--- src/rtl/ex_mem_ctrl_pipe_if.sv ---
// rtl/ex_mem_ctrl_pipe_if.sv - EX/MEM stage bus: EX-side inputs, MEM-side outputs, policy controls
interface ex_mem_ctrl_pipe_if #(
  parameter int CTRL_W = 5,
  parameter int DATA_W = 32,
  parameter int CNT_W  = 8
);
  logic [CTRL_W-1:0] ex_ctrl;
  logic [DATA_W-1:0] ex_data;
  logic              ex_valid;
  logic              flush;
  logic              hit;
  logic              npu_stall;
  logic              mem_hold;
  logic              cnt_clr;
  logic [CTRL_W-1:0] mem_ctrl;
  logic [DATA_W-1:0] mem_data;
  logic              mem_valid;
  logic              flush_pending;
  logic [CNT_W-1:0]  bubble_cnt;

  modport master (
    output ex_ctrl, ex_data, ex_valid, flush, hit, npu_stall, mem_hold, cnt_clr,
    input  mem_ctrl, mem_data, mem_valid, flush_pending, bubble_cnt
  );

  modport slave (
    input  ex_ctrl, ex_data, ex_valid, flush, hit, npu_stall, mem_hold, cnt_clr,
    output mem_ctrl, mem_data, mem_valid, flush_pending, bubble_cnt
  );
endinterface

--- src/rtl/ex_mem_ctrl_pipe.sv ---
// rtl/ex_mem_ctrl_pipe.sv - EX/MEM pipeline register with flush/NPU-stall/hold policy and bubble counter
module ex_mem_ctrl_pipe #(
  parameter int                CTRL_W      = 5,
  parameter int                DATA_W      = 32,
  parameter logic [CTRL_W-1:0] KEEP_MASK   = {1'b1, {(CTRL_W-1){1'b0}}},
  parameter bit                DEFER_FLUSH = 1'b1,
  parameter int                CNT_W       = 8
) (
  input logic              clk,
  input logic              reset,
  ex_mem_ctrl_pipe_if.slave bus
);

  typedef enum logic {RUN = 1'b0, PEND = 1'b1} state_t;

  localparam logic [CNT_W-1:0] CNT_MAX = '1;

  state_t            state;
  logic [CTRL_W-1:0] ctrl_q;
  logic [DATA_W-1:0] data_q;
  logic              valid_q;
  logic [CNT_W-1:0]  cnt_q;

  logic eff_flush;
  logic defer_hit;
  logic stall;
  logic bubble;

  // A pending flush behaves like a live one, but a cache hit masks both.
  assign eff_flush = (bus.flush | (state == PEND)) & ~bus.hit;
  assign defer_hit = DEFER_FLUSH & bus.flush & bus.hit;
  assign stall     = bus.npu_stall & ~bus.hit;
  // Rule 2 needs hit=1, so it can never coincide with a stall bubble.
  assign bubble    = ~bus.mem_hold & (eff_flush | stall);

  // Pipeline register and RUN/PEND state; pending state is the flush_pending output.
  always_ff @(posedge clk or posedge reset) begin
    if (reset) begin
      state   <= RUN;
      ctrl_q  <= '0;
      data_q  <= '0;
      valid_q <= 1'b0;
    end else if (bus.mem_hold) begin
      if (DEFER_FLUSH && bus.flush) begin
        state <= PEND;
      end
    end else if (eff_flush) begin
      state   <= RUN;
      ctrl_q  <= '0;
      data_q  <= '0;
      valid_q <= 1'b0;
    end else if (defer_hit) begin
      state   <= PEND;
      ctrl_q  <= bus.ex_ctrl;
      data_q  <= bus.ex_data;
      valid_q <= bus.ex_valid;
    end else if (stall) begin
      ctrl_q  <= bus.ex_ctrl & KEEP_MASK;
      data_q  <= bus.ex_data;
      valid_q <= bus.ex_valid;
    end else begin
      ctrl_q  <= bus.ex_ctrl;
      data_q  <= bus.ex_data;
      valid_q <= bus.ex_valid;
    end
  end

  // Saturating bubble counter; clear has priority over a same-cycle bubble.
  always_ff @(posedge clk or posedge reset) begin
    if (reset) begin
      cnt_q <= '0;
    end else if (bus.cnt_clr) begin
      cnt_q <= '0;
    end else if (bubble && (cnt_q != CNT_MAX)) begin
      cnt_q <= cnt_q + 1'b1;
    end
  end

  assign bus.mem_ctrl      = ctrl_q;
  assign bus.mem_data      = data_q;
  assign bus.mem_valid     = valid_q;
  assign bus.flush_pending = (state == PEND);
  assign bus.bubble_cnt    = cnt_q;

endmodule

--- src/flat_wrapper.sv ---
// flat-port wrapper written by rule: the top's interface ports become plain ports
module ex_mem_ctrl_pipe_flat 
#(
  parameter int                CTRL_W      = 5,
  parameter int                DATA_W      = 32,
  parameter logic [CTRL_W-1:0] KEEP_MASK   = {1'b1, {(CTRL_W-1){1'b0}}},
  parameter bit                DEFER_FLUSH = 1'b1,
  parameter int                CNT_W       = 8
)
  (clk, reset, bus_ex_ctrl, bus_ex_data, bus_ex_valid, bus_flush, bus_hit, bus_npu_stall, bus_mem_hold, bus_cnt_clr, bus_mem_ctrl, bus_mem_data, bus_mem_valid, bus_flush_pending, bus_bubble_cnt);
  ex_mem_ctrl_pipe_if #(.CTRL_W(CTRL_W), .DATA_W(DATA_W), .CNT_W(CNT_W)) bus_i ();
  input logic clk;
  input logic reset;
  input wire logic [$bits(bus_i.ex_ctrl)-1:0] bus_ex_ctrl;
  input wire logic [$bits(bus_i.ex_data)-1:0] bus_ex_data;
  input wire logic [$bits(bus_i.ex_valid)-1:0] bus_ex_valid;
  input wire logic [$bits(bus_i.flush)-1:0] bus_flush;
  input wire logic [$bits(bus_i.hit)-1:0] bus_hit;
  input wire logic [$bits(bus_i.npu_stall)-1:0] bus_npu_stall;
  input wire logic [$bits(bus_i.mem_hold)-1:0] bus_mem_hold;
  input wire logic [$bits(bus_i.cnt_clr)-1:0] bus_cnt_clr;
  output wire logic [$bits(bus_i.mem_ctrl)-1:0] bus_mem_ctrl;
  output wire logic [$bits(bus_i.mem_data)-1:0] bus_mem_data;
  output wire logic [$bits(bus_i.mem_valid)-1:0] bus_mem_valid;
  output wire logic [$bits(bus_i.flush_pending)-1:0] bus_flush_pending;
  output wire logic [$bits(bus_i.bubble_cnt)-1:0] bus_bubble_cnt;
  assign bus_i.ex_ctrl = bus_ex_ctrl;
  assign bus_i.ex_data = bus_ex_data;
  assign bus_i.ex_valid = bus_ex_valid;
  assign bus_i.flush = bus_flush;
  assign bus_i.hit = bus_hit;
  assign bus_i.npu_stall = bus_npu_stall;
  assign bus_i.mem_hold = bus_mem_hold;
  assign bus_i.cnt_clr = bus_cnt_clr;
  assign bus_mem_ctrl = bus_i.mem_ctrl;
  assign bus_mem_data = bus_i.mem_data;
  assign bus_mem_valid = bus_i.mem_valid;
  assign bus_flush_pending = bus_i.flush_pending;
  assign bus_bubble_cnt = bus_i.bubble_cnt;
  ex_mem_ctrl_pipe #(.CTRL_W(CTRL_W), .DATA_W(DATA_W), .KEEP_MASK(KEEP_MASK), .DEFER_FLUSH(DEFER_FLUSH), .CNT_W(CNT_W)) u_core (.clk(clk), .reset(reset), .bus(bus_i));
endmodule
--- config.mk ---
export PLATFORM = sky130hd
export DESIGN_NAME = ex_mem_ctrl_pipe_flat
export DESIGN_NICKNAME = d
export VERILOG_FILES = /design/src/rtl/ex_mem_ctrl_pipe_if.sv /design/src/rtl/ex_mem_ctrl_pipe.sv /design/src/flat_wrapper.sv
export SDC_FILE = /design/constraint.sdc
export NUM_CORES = 1
export LEC_CHECK = 0
export ABC_AREA = 1
export CAP_MARGIN = 0
export CORE_AREA = 2 2 74 76
export CTS_CLUSTER_DIAMETER = 100
export DETAILED_ROUTE_END_ITERATION = 8
export DIE_AREA = 0 0 76 78
export HOLD_SLACK_MARGIN = 0.02
export PLACE_DENSITY = 0.79
export SLEW_MARGIN = 30
export SYNTH_ARGS = -nofsm -noshare
export SYNTH_HDL_FRONTEND = slang
export SYNTH_SLANG_ARGS = --single-unit
--- constraint.sdc ---
create_clock -name clk -period 1.5 [get_ports clk]
set_input_delay 0.15 -clock clk [delete_from_list [all_inputs] [get_ports clk]]
set_output_delay 0.15 -clock clk [all_outputs]
set_load 0.01 [all_outputs]
==> metrics.txt, run 1 <==
Slew headroom=72.84%; CTS tree=built; Buf/Inv on CP=1; Detailed Route Iter0 Violations=93; Critical Path RT=1350 ps; detailed-placement wirelength estimate=3.733 mm; CTS root buf=clkbuf_8; Mapped Area=0.002086 mm²; Initial Util=41.36%; PD cells=871.4 mW/mm²; Fmax=697.2 MHz; core area=0.005042 mm²; measured slew at the worst slew-check pin=406.9 ps; Clock Skews=3.867 ps; drt total wl=5.276 mm; CP top delay family=buffers and inverters; H-tree depth=2; outcome=finished clean; asr flop ratio synth=100.0%; start point of the critical path=u_core.bus.bubble_cnt[4]$_DFFE_PP0P_; Worst Hold Class=in2async; Setup CP Type=reg2out; Max Slew Vio Count=0; CTS clk-pin slew, worst paths=90 ps; Crit Path Max Fanout=5; Post-CTS Setup Repair Bufs=0; Skew-Pair Late Insertion Delay=290 ps; clk sinks=47; synthesized flop and latch total=47; row count=26; global-route wire length before repair=9.004 mm; Seq/Total Area, Yosys=56.39%; syn_area_per_cell=8.410 µm²; largest net degree at the start of global routing=48; Nets=386; fraction of layout cells with a size suffix above 1=7.918%; CP max-delay cell=clkdlybuf4s50_1; Area Overhead vs Synth=52.67%; Die H=78 µm; leading area contributor after synthesis=dfrtp_1; Synth area leaders=dfrtp_1, nand2_1, nand3_1, inv_1, buf_2; synth warn=0; leakage power=1.528 nW; RSZ-0062 raised after global routing=no; crit path launch type=flop; TritonCTS Buffers=5; remaining global-route overflow=0; wire length per cell=12.84 µm; Post-synth EDFFs=0; DRC=0; Critical R2R Launch=u_core.bus.bubble_cnt[0]$_DFFE_PP0P_; vias in the first global route=1,968; Ports=92; Pre-antenna DRT Iters=4; TNS Setup=0 ps; final worst path period need=1434 ps; VDD IR max=455.3 µV; Hold Violations, Final=0; CTS max path bufs=2; Critical Path End Type=primary output; Largest stage delay, worst path=560 ps; Post-Syn Instances=248; PortBufs=91; routed via count=1,967; Vias/cell=4.786; Synth Flop Type=dfrtp_1; Antenna Nets Post-Route=0; setup violators final=0; max_cap viols=0; Ant. Diodes=0; die footprint=0.005928 mm²; overall routing resource usage=18.91%; chip width=76 µm; crit-path cells=clkdlybuf4s50_1; initial antenna violation count=0; gpl congestion=0.8081; WP data arrival=1280 ps; Mapped Nets=294; Fillers=466; Yosys top cell area share=56.39%; total power=2.775 mW; fin crit share=95.63%; Synth cell types=21
## Yosys cell counts, types with 2 or more instances
cell and n:
nand3_1 52, buf_2 7, clkbuf_1 2, nand2_2 2, o21ai_0 5, buf_4 2
dfrtp_1 47, inv_1 11, a21oi_1 2, nand2_1 101, nor2_1 7
## metal layers
layer	global-route usage, %	routed length (µm)	up-vias
li1	-	-	972
met3	5.000	345	7
met5	0	0	-
met2	32.41	2493	68
met1	23.45	2375	920
met4	6.000	61	0
## state kept, by name, summed over array words and instances (netlist names)
register                  count
u_core.bus.bubble_cnt         8
u_core.bus.flush_pending      1
u_core.bus.mem_ctrl           5
u_core.bus.mem_data          32
u_core.bus.mem_valid          1
## layout make-up
| type | instances | area, µm² | area share (%) |
|---|---|---|---|
| clock buffer | 6 | 72.57 | 2.279 |
| inverter | 12 | 45.04 | 1.415 |
| clock inverter | 2 | 12.51 | 0.3929 |
| multi-input combinational | 177 | 803.3 | 25.23 |
| timing repair buffer | 97 | 980.9 | 30.81 |
| tap | 70 | 87.58 | 2.750 |
| sequential | 47 | 1182 | 37.13 |
## cell usage in the layout, fill, tap and decap left out, drive strengths merged
master	Yosys	final
a21oi	2	2
nand2	103	103
dfrtp	47	47
o21bai	1	1
xor2	1	1
ha	1	1
o21ai	6	6
clkdlybuf4s50	0	91
nand3	54	54
clkinvlp	0	1
clkinv	0	1
buf	10	6
nor2	9	9
clkbuf	2	6
inv	12	12
## power breakdown
| group | total (mW) | internal, mW | switching [mW] |
|---|---|---|---|
| sequential | 1.42 | 1.37 | 0.0569 |
| clock | 0.739 | 0.326 | 0.413 |
| combinational | 0.613 | 0.345 | 0.268 |
## worst paths after layout
kind                                                        end  slack (ps)  cells after the start
setup / recovery                              bus_bubble_cnt[4]          70                      1
hold / removal               u_core.bus.mem_data[3]$_DFFE_PP0N_         220                      3
setup reg to reg           u_core.bus.bubble_cnt[3]$_DFFE_PP0P_         120                      8
hold reg to reg             u_core.bus.mem_data[10]$_DFFE_PP0N_         480                      2
max in group asynchronous  u_core.bus.bubble_cnt[7]$_DFFE_PP0P_        1060                      3
min in group clk            u_core.bus.mem_data[10]$_DFFE_PP0N_         390                      3
## kinds of logic after synthesis
logic type               after synthesis  share of synthesized area (%)
XOR/XNOR                               1                         0.4200
adder cells (fa/ha/maj)                1                         0.5998
flip-flops                            47                          56.39
AND/OR/NAND/NOR                      166                          34.67
buffers and inverters                 24                          5.098
AO/OA/AOI/OAI                          9                          2.820
## what timing repair did
| item | in CTS | in global routing |
|---|---|---|
| hold buffers | 0 | 0 |
| gates resized for setup | 0 | 5 |
| endpoints found under the setup margin | 0 | 5 |
## metrics by stage
step,std cells,instance area [µm²],util [%],hold WS (ps),setup slack [ps]
3_5_place_dp,403,3093,61.34,461.9,118.4
6_report,411,3184,63.15,219.0,65.60
5_1_grt,411,3184,63.15,236.9,5.753
4_1_cts,411,3178,63.03,220.0,4.494
2_1_floorplan,248,2086,-,290.8,232.1
3_3_place_gp,403,3093,61.34,458.0,155.6
Note: power is estimated with default switching activity, not from simulation.
==> run 2, diff against run 1 <==
- REMOVE_ABC_BUFFERS: unset -> 1
==> metrics.txt, run 2 (same netlist as run 1, synthesis figures left out) <==
GR Layer Usage met3=5.465% (was 5.000%); final worst path period need=1479 ps (was 1434 ps); Post-CTS Setup Repair Bufs=0 (unchanged); number of flip-flops in the largest register=32 (unchanged); Area Overhead vs Synth=52.85% (was 52.67%); clk sinks=47 (unchanged); die footprint=0.005928 mm² (unchanged); Skew-Pair Late Insertion Delay=290 ps (about the same); WP data arrival=1330 ps (was 1280 ps); Nets=385 (was 386); routed via count=1,991 (was 1,967); crit path launch type=flop (unchanged); gpl congestion=0.8018 (was 0.8081); leakage power=1.534 nW (was 1.528 nW); wire length per cell=13.36 µm (was 12.84 µm); start point of the critical path=u_core.bus.bubble_cnt[2]$_DFFE_PP0P_ (was u_core.bus.bubble_cnt[4]$_DFFE_PP0P_); Clock Skews=4.469 ps (was 3.867 ps); met2 Track Usage GR=31.96% (was 32.41%); largest net degree at the start of global routing=48 (unchanged); vias in the first global route=1,884 (was 1,968); Crit Path Max Fanout=6 (was 5); Critical Path End Type=primary output (unchanged); CTS tree=built (unchanged); Hold Slack=195.8 ps (was 219.0 ps); Pre-antenna DRT Iters=4 (unchanged); Critical R2R Launch=u_core.bus.bubble_cnt[0]$_DFFE_PP0P_ (unchanged); chip width=76 µm (unchanged); drt total wl=5.477 mm (was 5.276 mm); Critical Path RT=1350 ps (about the same); Vias/cell=4.856 (was 4.786); Detailed Route Iter0 Violations=149 (was 93); H-tree depth=2 (unchanged); overall routing resource usage=18.92% (was 18.91%); CTS max path bufs=2 (unchanged); Worst Hold Class=in2async (unchanged); core area=0.005042 mm² (unchanged); most frequent cells in the layout=nand2_1, clkdlybuf4s50_1, nand3_1 (unchanged); RSZ-0062 raised after global routing=yes (was no); reg2reg end=u_core.bus.bubble_cnt[2]$_DFFE_PP0P_ (was u_core.bus.bubble_cnt[3]$_DFFE_PP0P_); PortBufs=91 (unchanged); fraction of layout cells with a size suffix above 1=8.529% (was 7.918%); row count=26 (unchanged); Ant. Diodes=0 (unchanged); final core occ=63.23% (was 63.15%); GR peak layer=met2 (unchanged); Antenna Nets Post-Route=0 (unchanged); crit-path cells=clkdlybuf4s50_1 (unchanged); outcome=finished clean (unchanged); measured slew at the worst slew-check pin=458.3 ps (was 406.9 ps); Buf/Inv on CP=1 (unchanged); max_cap viols=0 (unchanged); PD cells=869.8 mW/mm² (was 871.4 mW/mm²); detailed-placement wirelength estimate=3.791 mm (was 3.733 mm); CP max-delay cell=clkdlybuf4s50_1 (unchanged); global-route wire length before repair=8.942 mm (was 9.004 mm); Setup CP Type=reg2out (unchanged); CTS clk-pin slew, worst paths=80 ps (was 90 ps); Slew headroom=69.41% (was 72.84%); CTS root buf=clkbuf_8 (unchanged); initial antenna violation count=0 (unchanged); Initial Util=41.36% (unchanged); fin crit share=98.63% (was 95.63%); most common cell after layout, fill and taps aside=nand2_1 (unchanged); VDD IR max=410.9 µV (was 455.3 µV); setup violators final=0 (unchanged); Hold Violations, Final=0 (unchanged); Max Slew Vio Count=0 (unchanged); Fmax=675.9 MHz (was 697.2 MHz); Largest stage delay, worst path=580 ps (was 560 ps); remaining global-route overflow=0 (unchanged); Die H=78 µm (unchanged); Ports=92 (unchanged); CP top delay family=buffers and inverters (unchanged); met1 Resource Use GR=23.93% (was 23.45%); r2r worst-path depth=8 (unchanged); TritonCTS Buffers=5 (unchanged); DRC=0 (unchanged); Worst R2R Setup Slack=70 ps (was 120 ps)
run 2: cell types whose count changed in the layout (fill, tap and decap cells not counted), moves of 2 or more:
cell      change
clkinv_2      +2
dfrtp_1       +2
dfrtp_2       -2
nand3_1       -2
nand3_2       +2
run 2: worst max path at each step:
| stage | endpoint | depth (start not counted) |
|---|---|---|
| 6_report | bus_bubble_cnt[2] | 1 |
| 5_1_grt | bus_bubble_cnt[2] | 1 |
| 4_1_cts | bus_bubble_cnt[4] | 1 |
| 3_5_place_dp | u_core.bus.mem_data[23]$_DFFE_PP0N_ | 5 |
| 3_3_place_gp | u_core.bus.mem_data[8]$_DFFE_PP0N_ | 5 |
| 2_1_floorplan | u_core.bus.bubble_cnt[7]$_DFFE_PP0P_ | 5 |
run 2: timing repair:
| action | CTS | global route |
|---|---|---|
| setup endpoints to repair | 1 | 9 |
| gates resized for setup | 1 | 6 |
| pin swaps | 0 | 1 |
| hold buffers | 0 | 0 |
run 2: layer usage:
metal	vias up	wire length (µm)	share of wire, %
met2	71	2653	48
met4	0	68	1.2
li1	971	-	-
met3	7	333	6.1
met5	-	0	0
met1	942	2422	44
run 2: cell type report:
cell class,instances,area [µm²]
multi-input cells,177,818.3
fillers,448,1854
repair buffers,96,973.4
clock buffers,5,68.82
clock inverters,3,15.01
inverters,12,45.04
flip-flops and latches,47,1180
well taps,70,87.58
run 2: power by group:
group / total [mW] / switching (mW) / internal [mW]
clock network: 0.732 / 0.413 / 0.319
logic: 0.616 / 0.272 / 0.344
registers: 1.42 / 0.0587 / 1.37
total: 2.77 / 0.744 / 2.03
run 2: through the flow:
stage / cell area, µm² / setup slack, ps / total power [mW] / TNS, ps / instances
finish: 3188 / 20.59 / 2.773 / 0 / 410
global route: 3188 / -26.28 / 2.919 / -115.0 / 410
CTS: 3171 / 30.39 / 2.812 / 0 / 410
detailed placement: 3085 / 61.57 / 2.072 / 0 / 402
global placement: 3085 / 138.9 / 2.057 / 0 / 402
floorplan: 2024 / 46.91 / 1.654 / 0 / 236
==> run 3, diff against run 2 <==
- ABC_AREA: 1 -> unset
- CORE_AREA: 2 2 74 76 -> 2 2 72 74
- DIE_AREA: 0 0 76 78 -> 0 0 74 76
- PLACE_DENSITY: 0.79 -> 0.78
==> metrics.txt, run 3 <==
fraction of layout cells with a size suffix above 1=12.13% (was 8.529%); drt total wl=4.480 mm (was 5.477 mm); CTS root buf=clkbuf_8 (unchanged); Worst Hold Class=in2async (unchanged); Setup CP Type=reg2out (unchanged); Largest stage delay, worst path=570 ps (was 580 ps); DRC=0 (unchanged); initial antenna violation count=0 (unchanged); Seq/Total Area, Yosys=63.00% (was 56.39%); Buf/Inv on CP=1 (unchanged); vias in the first global route=1,558 (was 1,884); Layout Cells excl Fill=309 (was 410); DP Cell Count=301 (was 402); row count=26 (unchanged); CTS max path bufs=2 (unchanged); most common cell after layout, fill and taps aside=clkdlybuf4s50_1 (was nand2_1); core area=0.004912 mm² (was 0.005042 mm²); CTS clk-pin slew, worst paths=90 ps (was 80 ps); final core occ=61.64% (was 63.23%); Vias/cell=4.971 (was 4.856); global-route wire length before repair=7.376 mm (was 8.942 mm); Worst R2R Setup Slack=60 ps (was 70 ps); crit path launch type=flop (unchanged); mux contribution to synthesized area=1.072% (was 0%); most frequent cells in the layout=clkdlybuf4s50_1, dfrtp_1, a22o_1 (was nand2_1, clkdlybuf4s50_1, nand3_1); start point of the critical path=u_core.bus.bubble_cnt[6]$_DFFE_PP0P_ (was u_core.bus.bubble_cnt[2]$_DFFE_PP0P_); Die H=76 µm (was 78 µm); Post-Syn Instances=140 (was 248); Compound-Gate Fraction of Synth Area=23.12% (was 2.819%); synthesized flop and latch total=47 (unchanged); Fillers=423 (was 448); Post-synth EDFFs=0 (unchanged); Critical Path End Type=primary output (unchanged); Initial Util=38.00% (was 41.36%); RSZ-0062 raised after global routing=no (was yes); routed via count=1,536 (was 1,991); crit-path cells=clkdlybuf4s50_1 (unchanged); reg2reg end=u_core.bus.bubble_cnt[6]$_DFFE_PP0P_ (was u_core.bus.bubble_cnt[2]$_DFFE_PP0P_); Nets=285 (was 385); adder-cell area share of the yosys netlist=0.6702% (was 0.5999%); synth warn=0 (unchanged); leakage power=1.329 nW (was 1.534 nW); WP data arrival=1300 ps (was 1330 ps); gpl congestion=0.8445 (was 0.8018); most common cell in the netlist=dfrtp_1 (was nand2_1); Skew-Pair Late Insertion Delay=290 ps (about the same); CP top delay family=buffers and inverters (unchanged); wire length per cell=14.50 µm (was 13.36 µm); post-synthesis simple-gate area fraction=8.445% (was 34.67%); Ant. Diodes=0 (unchanged); Critical Path RT=1350 ps (about the same); die footprint=0.005624 mm² (was 0.005928 mm²); Area Overhead vs Synth=62.20% (was 52.85%); CP max-delay cell=clkdlybuf4s50_1 (unchanged); detailed-placement wirelength estimate=3.174 mm (was 3.791 mm); TritonCTS Buffers=5 (unchanged); Fmax=687.8 MHz (was 675.9 MHz); H-tree depth=2 (unchanged); fin crit share=96.93% (was 98.63%); Synth Area in XOR/XNOR=0.4692% (was 0.4199%); PortBufs=91 (unchanged); remaining global-route overflow=0 (unchanged); largest net degree at the start of global routing=48 (unchanged); Slew headroom=74.28% (was 69.41%); CTS tree=built (unchanged); setup violators final=0 (unchanged); final worst path period need=1454 ps (was 1479 ps); overall routing resource usage=16.70% (was 18.92%); Pre-antenna DRT Iters=4 (unchanged); Critical R2R Launch=u_core.bus.bubble_cnt[0]$_DFFE_PP0P_ (unchanged); Mapped Area=0.001867 mm² (was 0.002086 mm²); Hold-fix buffers, CTS=0 (unchanged); top post-synthesis cells by count=dfrtp_1, a22o_1, nor2_1 (was nand2_1, nand3_1, dfrtp_1); Detailed Route Iter0 Violations=71 (was 149); max_cap viols=0 (unchanged); Max Slew Vio Count=0 (unchanged); main combinational cell family by area after synthesis=compound AO/OA/AOI/OAI gates (was simple AND/OR/NAND/NOR gates); Ports=92 (unchanged); PD cells=902.1 mW/mm² (was 869.8 mW/mm²); r2r worst-path depth=5 (was 8); asr flop ratio synth=100.0% (unchanged); chip width=74 µm (was 76 µm); number of flip-flops in the largest register=32 (unchanged); outcome=finished clean (unchanged); Synth cell types=27 (was 21); Synth Flop Type=dfrtp_1 (unchanged); clk sinks=47 (unchanged); dpl ws=-208.1 ps (was 61.57 ps); Final WS setup=46.11 ps (was 20.59 ps); measured slew at the worst slew-check pin=385.9 ps (was 458.3 ps); syn_area_per_cell=13.33 µm² (was 8.410 µm²); Crit Path Max Fanout=6 (unchanged); Hold Violations, Final=0 (unchanged); VDD IR max=673.9 µV (was 410.9 µV); Synth area leaders=dfrtp_1, a22o_1, nor2_1, a21oi_1, o31ai_1 (was dfrtp_1, nand2_1, nand3_1, inv_1, buf_2); Antenna Nets Post-Route=0 (unchanged); Yosys top cell area share=63.00% (was 56.39%); Clock Skews=4.125 ps (was 4.469 ps); leading area contributor after synthesis=dfrtp_1 (unchanged)
-- run 3: cells by family (layout without fill, tap and decap cells) --
family          Yosys count  after routing
simple gates             24             24
flops                    47             47
mux                       2              2
xor+xnor                  1              1
compound gates           52             52
buf+inv                  13            112
fa+ha+maj                 1              1
-- run 3: metrics by stage --
step	area [µm²]	hold WS (ps)	TNS [ps]	total power [mW]
6_report	3028	205.2	0	2.732
5_1_grt	3028	246.2	0	2.870
4_1_cts	3007	205.9	0	2.770
3_5_place_dp	2915	496.7	-3668	2.039
3_3_place_gp	2915	489.4	-3379	2.028
2_1_floorplan	1822	213.1	-16480	1.634
-- run 3: what timing repair did --
action                                  in CTS  in global routing
buffers inserted                             1                  0
resized for setup                            1                  7
pin swaps                                    0                  1
endpoints found under the setup margin       2                  8
-- run 3: area by class of cell --
type	instances	area (µm²)	area share, %
sequential	47	1181	39.01
clock inverter	2	13.76	0.4545
clock buffer	5	68.82	2.273
inverter	4	15.01	0.4959
multi-input combinational	80	645.6	21.32
tap	70	87.58	2.893
timing repair buffer	101	1016	33.55
-- run 3: worst max-delay path by stage --
| stage | to | slack (ps) | cells after the start |
|---|---|---|---|
| after floorplan | u_core.bus.mem_ctrl[4]$_DFFE_PP0N_ | -490 | 4 |
| after global placement | u_core.bus.bubble_cnt[7]$_DFFE_PP0P_ | -170 | 5 |
| after detailed placement | u_core.bus.bubble_cnt[7]$_DFFE_PP0P_ | -210 | 5 |
| after CTS | bus_bubble_cnt[0] | 20 | 2 |
| after global routing | bus_bubble_cnt[1] | 0.02 | 2 |
| final | bus_bubble_cnt[6] | 50 | 1 |
-- run 3: per-layer routing --
layer | global-route usage, % | up-vias | routed length [µm]
li1 | - | 727 | -
met1 | 22.24 | 742 | 1852
met2 | 25.45 | 65 | 2206
met3 | 6.481 | 2 | 403
met4 | 4.364 | 0 | 17
met5 | 0 | - | 0
-- run 3: where the power goes --
part	switching (mW)	internal [mW]	total, mW
sequential	0.0586	1.37	1.42
combinational	0.216	0.369	0.585
clock	0.403	0.319	0.722
total	0.678	2.05	2.73
